`src/rtl/parity_frame_rx_if.sv`:
```
// Serial-line / received-word bundle for parity_frame_rx.
//   din, din_valid            : serial bit and its strobe (toward receiver)
//   dout, dout_valid          : received word and one-cycle strobe
//   par_err, frm_err          : per-frame error flags, qualified by dout_valid
//   busy                      : receiver is inside a frame
// master = line driver / consumer, slave = receiver.
interface parity_frame_rx_if #(
  parameter int unsigned DATA_W = 8
);
  logic              din;
  logic              din_valid;
  logic [DATA_W-1:0] dout;
  logic              dout_valid;
  logic              par_err;
  logic              frm_err;
  logic              busy;

  modport master (
    output din, din_valid,
    input  dout, dout_valid, par_err, frm_err, busy
  );

  modport slave (
    input  din, din_valid,
    output dout, dout_valid, par_err, frm_err, busy
  );
endinterface

```
`src/rtl/parity_frame_rx.sv`:
```
// parity_frame_rx: strobed serial frame receiver.
// Frame on the line: start(0), DATA_W data bits LSB first, parity bit, stop(1).
// din is only looked at when din_valid=1; din_valid=0 stalls everything.
// Ports:
//   clk  : single rising-edge clock
//   rst  : synchronous, active-high reset
//   bus  : parity_frame_rx_if.slave (din/din_valid in; dout, dout_valid,
//          par_err, frm_err, busy out)
// Build option: define PARITY_ODD_EN for odd parity; even parity otherwise.
module parity_frame_rx #(
  parameter int unsigned DATA_W = 8
) (
  input logic              clk,
  input logic              rst,
  parity_frame_rx_if.slave bus
);

  localparam int unsigned CW = $clog2(DATA_W) + 1;

`ifdef PARITY_ODD_EN
  localparam logic PAR_P = 1'b1;
`else
  localparam logic PAR_P = 1'b0;
`endif

  typedef enum logic [1:0] {IDLE, DATA, PARITY, STOP} state_e;

  state_e            state_q, state_d;
  logic [CW-1:0]     cnt_q, cnt_d;
  logic              acc_q, acc_d;
  logic [DATA_W-1:0] sr_q, sr_d;
  logic              mis_q, mis_d;
  logic [DATA_W-1:0] dout_q, dout_d;
  logic              dv_q, dv_d;
  logic              pe_q, pe_d;
  logic              fe_q, fe_d;

  // State register and datapath flops
  always_ff @(posedge clk) begin
    if (rst) begin
      state_q <= IDLE;
      cnt_q   <= '0;
      acc_q   <= 1'b0;
      sr_q    <= '0;
      mis_q   <= 1'b0;
      dout_q  <= '0;
      dv_q    <= 1'b0;
      pe_q    <= 1'b0;
      fe_q    <= 1'b0;
    end else begin
      state_q <= state_d;
      cnt_q   <= cnt_d;
      acc_q   <= acc_d;
      sr_q    <= sr_d;
      mis_q   <= mis_d;
      dout_q  <= dout_d;
      dv_q    <= dv_d;
      pe_q    <= pe_d;
      fe_q    <= fe_d;
    end
  end

  // Next-state logic
  always_comb begin
    state_d = state_q;
    unique case (state_q)
      IDLE:   if (bus.din_valid && !bus.din) state_d = DATA;
      DATA:   if (bus.din_valid && cnt_q == CW'(DATA_W - 1)) state_d = PARITY;
      PARITY: if (bus.din_valid) state_d = STOP;
      STOP:   if (bus.din_valid) state_d = IDLE;
      default: state_d = IDLE;
    endcase
  end

  // Datapath next values
  always_comb begin
    cnt_d  = cnt_q;
    acc_d  = acc_q;
    sr_d   = sr_q;
    mis_d  = mis_q;
    dout_d = dout_q;
    pe_d   = pe_q;
    fe_d   = fe_q;
    dv_d   = 1'b0;
    unique case (state_q)
      IDLE: begin
        if (bus.din_valid && !bus.din) begin
          cnt_d = '0;
          acc_d = 1'b0;
        end
      end
      DATA: begin
        if (bus.din_valid) begin
          // Decoded write avoids indexing with the wider counter
          for (int unsigned i = 0; i < DATA_W; i++) begin
            if (cnt_q == CW'(i)) sr_d[i] = bus.din;
          end
          acc_d = acc_q ^ bus.din;
          cnt_d = cnt_q + CW'(1);
        end
      end
      PARITY: begin
        if (bus.din_valid) mis_d = acc_q ^ bus.din ^ PAR_P;
      end
      STOP: begin
        if (bus.din_valid) begin
          dout_d = sr_q;
          pe_d   = mis_q;
          fe_d   = ~bus.din;
          dv_d   = 1'b1;
        end
      end
      default: ;
    endcase
  end

  // Outputs
  always_comb begin
    bus.busy       = (state_q != IDLE);
    bus.dout       = dout_q;
    bus.dout_valid = dv_q;
    bus.par_err    = pe_q;
    bus.frm_err    = fe_q;
  end

endmodule

```
`src/flat_wrapper.sv`:
```
// flat-port wrapper written by rule: the top's interface ports become plain ports
module parity_frame_rx_flat 
#(
  parameter int unsigned DATA_W = 8
)
  (clk, rst, bus_din, bus_din_valid, bus_dout, bus_dout_valid, bus_par_err, bus_frm_err, bus_busy);
  parity_frame_rx_if #(.DATA_W(DATA_W)) bus_i ();
  input logic clk;
  input logic rst;
  input wire logic [$bits(bus_i.din)-1:0] bus_din;
  input wire logic [$bits(bus_i.din_valid)-1:0] bus_din_valid;
  output wire logic [$bits(bus_i.dout)-1:0] bus_dout;
  output wire logic [$bits(bus_i.dout_valid)-1:0] bus_dout_valid;
  output wire logic [$bits(bus_i.par_err)-1:0] bus_par_err;
  output wire logic [$bits(bus_i.frm_err)-1:0] bus_frm_err;
  output wire logic [$bits(bus_i.busy)-1:0] bus_busy;
  assign bus_i.din = bus_din;
  assign bus_i.din_valid = bus_din_valid;
  assign bus_dout = bus_i.dout;
  assign bus_dout_valid = bus_i.dout_valid;
  assign bus_par_err = bus_i.par_err;
  assign bus_frm_err = bus_i.frm_err;
  assign bus_busy = bus_i.busy;
  parity_frame_rx #(.DATA_W(DATA_W)) u_core (.clk(clk), .rst(rst), .bus(bus_i));
endmodule
```
`config.mk`:
```
export PLATFORM = sky130hd
export DESIGN_NAME = parity_frame_rx_flat
export DESIGN_NICKNAME = d
export VERILOG_FILES = /design/src/rtl/parity_frame_rx_if.sv /design/src/rtl/parity_frame_rx.sv /design/src/flat_wrapper.sv
export SDC_FILE = /design/constraint.sdc
export NUM_CORES = 1
export LEC_CHECK = 0
export BUFFER_PORTS_ARGS = -buffer_cell sky130_fd_sc_hd__clkbuf_2
export CAP_MARGIN = 40
export CORE_UTILIZATION = 46
export DETAILED_ROUTE_END_ITERATION = 6
export PLACE_DENSITY = 0.73
export SYNTH_ARGS = -nofsm -noshare
export SYNTH_HDL_FRONTEND = slang
export SYNTH_SLANG_ARGS = --single-unit
```
`constraint.sdc`:
```
create_clock -name clk -period 1.93 [get_ports clk]
set_input_delay 0.193 -clock clk [delete_from_list [all_inputs] [get_ports clk]]
set_output_delay 0.193 -clock clk [all_outputs]
set_load 0.01 [all_outputs]
```
==> out/metrics.cfg <==
[finish]
area_growth_pct = 4.49
insertedDiodeCount = 0
nNetsFinal = 175
drive_above_1_share_pct = 19.8

[sta]
setup_violations = 0
slew_viol_final = 0
slew_headroom_pct = 62.4
rsz0062_at_grt = false
finalCriticalPeriod_ns = 1.67
worst_pin_slew_ns = 0.565
hold_viol_final = 0
skew_ns = 0.00544
period_share_pct = 86.5
fmax_mhz = 599
tns_ns = 0

[die]
start_util_pct = 48.5
fp.dieArea_um2 = 3120
pin_count = 16
die_h_um = 55.9
coreArea_um2 = 2760
rows = 19
die_w_um = 55.9

[run]
drv_cap = 0

[global_routing]
grt_pass1_vias = 934
antenna_found_initial = 0
grt_pass1_wl_mm = 3.88
overflow = 0
grt_max_degree = 27
grt.total_usage_pct = 14.8

[cts]
hold_buffers = 0
cts_tree = done
clk_pin_slew_worst_paths_ns = 0.14
htree_levels = 1
cts_buffer_depth = 2
cts-resized-gates = 0
post_cts_buffers = 0
clkSinkCount = 27
numCtsBuffers = 3
cts_root_buf = clkbuf_4
clkLatencyLatePin_ns = 0.31

[drt]
viasPerCell = 5.26
wirelength_mm = 2.24
vias = 1015
detail_route.iter0.violations = 19
routedWlPerCell_um = 11.6
drc_errors = 0
drt_pass1_iterations = 4
ant_nets = 0

[placement]
hpwl_mm = 1.61
gp_congestion = 0.788
io_buffers = 15

[power_and_ir_drop]
power_mw = 1.29
powerDensity_nw_per_um2 = 925
power_frac_comb_pct = 34.0
p_sw_share_pct = 33.6
peakVddDrop_mv = 0.839
power.switching_uw = 433
p_int_uw = 858
p_leak_nw = 0.537
power_frac_seq_pct = 47.9
clock_power_share_pct = 18.1

[logic_synthesis]
async_flop_share_pct = 0
synth-edff-count = 0
ys_warn_count = 0
ys.flop_type = dfxtp_1
synth_nets = 165
syn_area_um2 = 1340
ys_seq_area_share_pct = 40.4
synth.distinct_cells = 35
synth.avg_cell_area_um2 = 8.73
syn_inst = 153
synth_seq_cells = 27

[setup_path]
end_kind = flop
cp.required_ns = 2.13
r2r_start = u_core.state_q[0]
critical_path.max_fanout = 6
rrSetupSlack_ns = 0.26
worstSetupPathType = flop to flop
startpoint_type = flop
reg2reg_depth = 6
arrival_ns = 1.87
rr_endpoint = u_core.state_q[1]

[min_path]
hold_class = input pin to flop
worstHoldStart = bus_din_valid
min_to = u_core.mis_q
holdPathStages = 2

[status]
status = complete, no violations

## logic make-up after synthesis
logic type / share of synthesized area (%)
mux: 0.749
buf+inv: 8.05
compound gates: 16.7
xor+xnor: 1.97
flops: 40.4
simple gates: 24.6
fa+ha+maj: 7.49
## layout by cell type (no fill, tap or decap), types with 2 or more instances in the layout
cell type  synthesis  final
clkbuf_2           0     15
nand2_1           37     37
nand3_1           10     10
o211ai_1           2      2
a21oi_1           18     18
o21ai_1            2      2
ha_1               8      8
dfxtp_1           27     27
a21oi_2            4      4
inv_1              7      7
clkbuf_4           0      3
nor2_1             7      7
xor2_1             2      2
## cells in the mapped netlist (all sizes together) (2+ instances only)
master | count | area share, %
buf | 7 | 3.7
nand3 | 10 | 3.7
inv | 7 | 2.0
clkbuf | 3 | 2.3
ha | 8 | 7.5
xor2 | 2 | 1.3
o21ai | 2 | 0.75
dfxtp | 27 | 40
nand4b | 2 | 2.4
nor2 | 8 | 2.4
nor2b | 3 | 2.2
nand2 | 37 | 10
o211ai | 2 | 1.1
a21oi | 22 | 9.4
## layout make-up
class | count | area, µm²
Sequential cell | 27 | 541
Tap cell | 31 | 38.8
Timing Repair Buffer | 15 | 75.1
Inverter | 7 | 26.3
Clock buffer | 3 | 22.5
Multi-Input combinational cell | 109 | 688
Clock inverter | 1 | 5.00
Fill cell | 253 | 1360
## worst max-delay path by stage
stage / from / to / cells after the start
4_1_cts: u_core.state_q[0] / u_core.state_q[1] / 6
5_1_grt: u_core.state_q[0] / u_core.state_q[1] / 6
6_report: u_core.state_q[0] / u_core.state_q[1] / 6
2_1_floorplan: u_core.state_q[0] / u_core.state_q[1] / 6
3_5_place_dp: u_core.state_q[0] / u_core.state_q[1] / 6
3_3_place_gp: u_core.state_q[0] / u_core.state_q[1] / 6
## registers in the layout, indices dropped and copies added (netlist names), 2 cells and up
signal and flops:
u_core.bus.dout 8, u_core.state_q 2, u_core.cnt_q 4, u_core.sr_q 8
## power groups by stage
stage | registers, mW | logic (mW) | clock network (mW)
after CTS | 0.618 | 0.439 | 0.244
after floorplan | 0.624 | 0.397 | 0
after global placement | 0.626 | 0.417 | 0
final | 0.619 | 0.439 | 0.234
after global routing | 0.622 | 0.485 | 0.267
after detailed placement | 0.630 | 0.436 | 0
## metrics by stage
stage	util, %	hold slack, ns	cells	instance area (µm²)	setup slack [ns]
floorplan	-	0.380	153	1340	0.443
global placement	49.6	0.442	189	1370	0.389
detailed placement	49.6	0.445	189	1370	0.281
CTS	50.6	0.260	193	1400	0.254
global route	50.6	0.313	193	1400	0.108
finish	50.6	0.270	193	1400	0.260
## critical path, cell delays in order (launching register included)
cell	delay, ns
dfxtp_1	0.43
inv_1	0.09
ha_1	0.28
nor3_2	0.28
a2bb2oi_4	0.22
mux2i_1	0.21
nor2_1	0.05
## routing by layer
layer  track usage [%]  vias up  wire length [µm]
met5                 0        -                 0
met4              3.83        0                 0
met3              2.33        0                50
met2              25.8       13              1110
met1              19.1      473              1080
li1                  -      529                 -
Note: power is estimated with default switching activity, not from simulation.
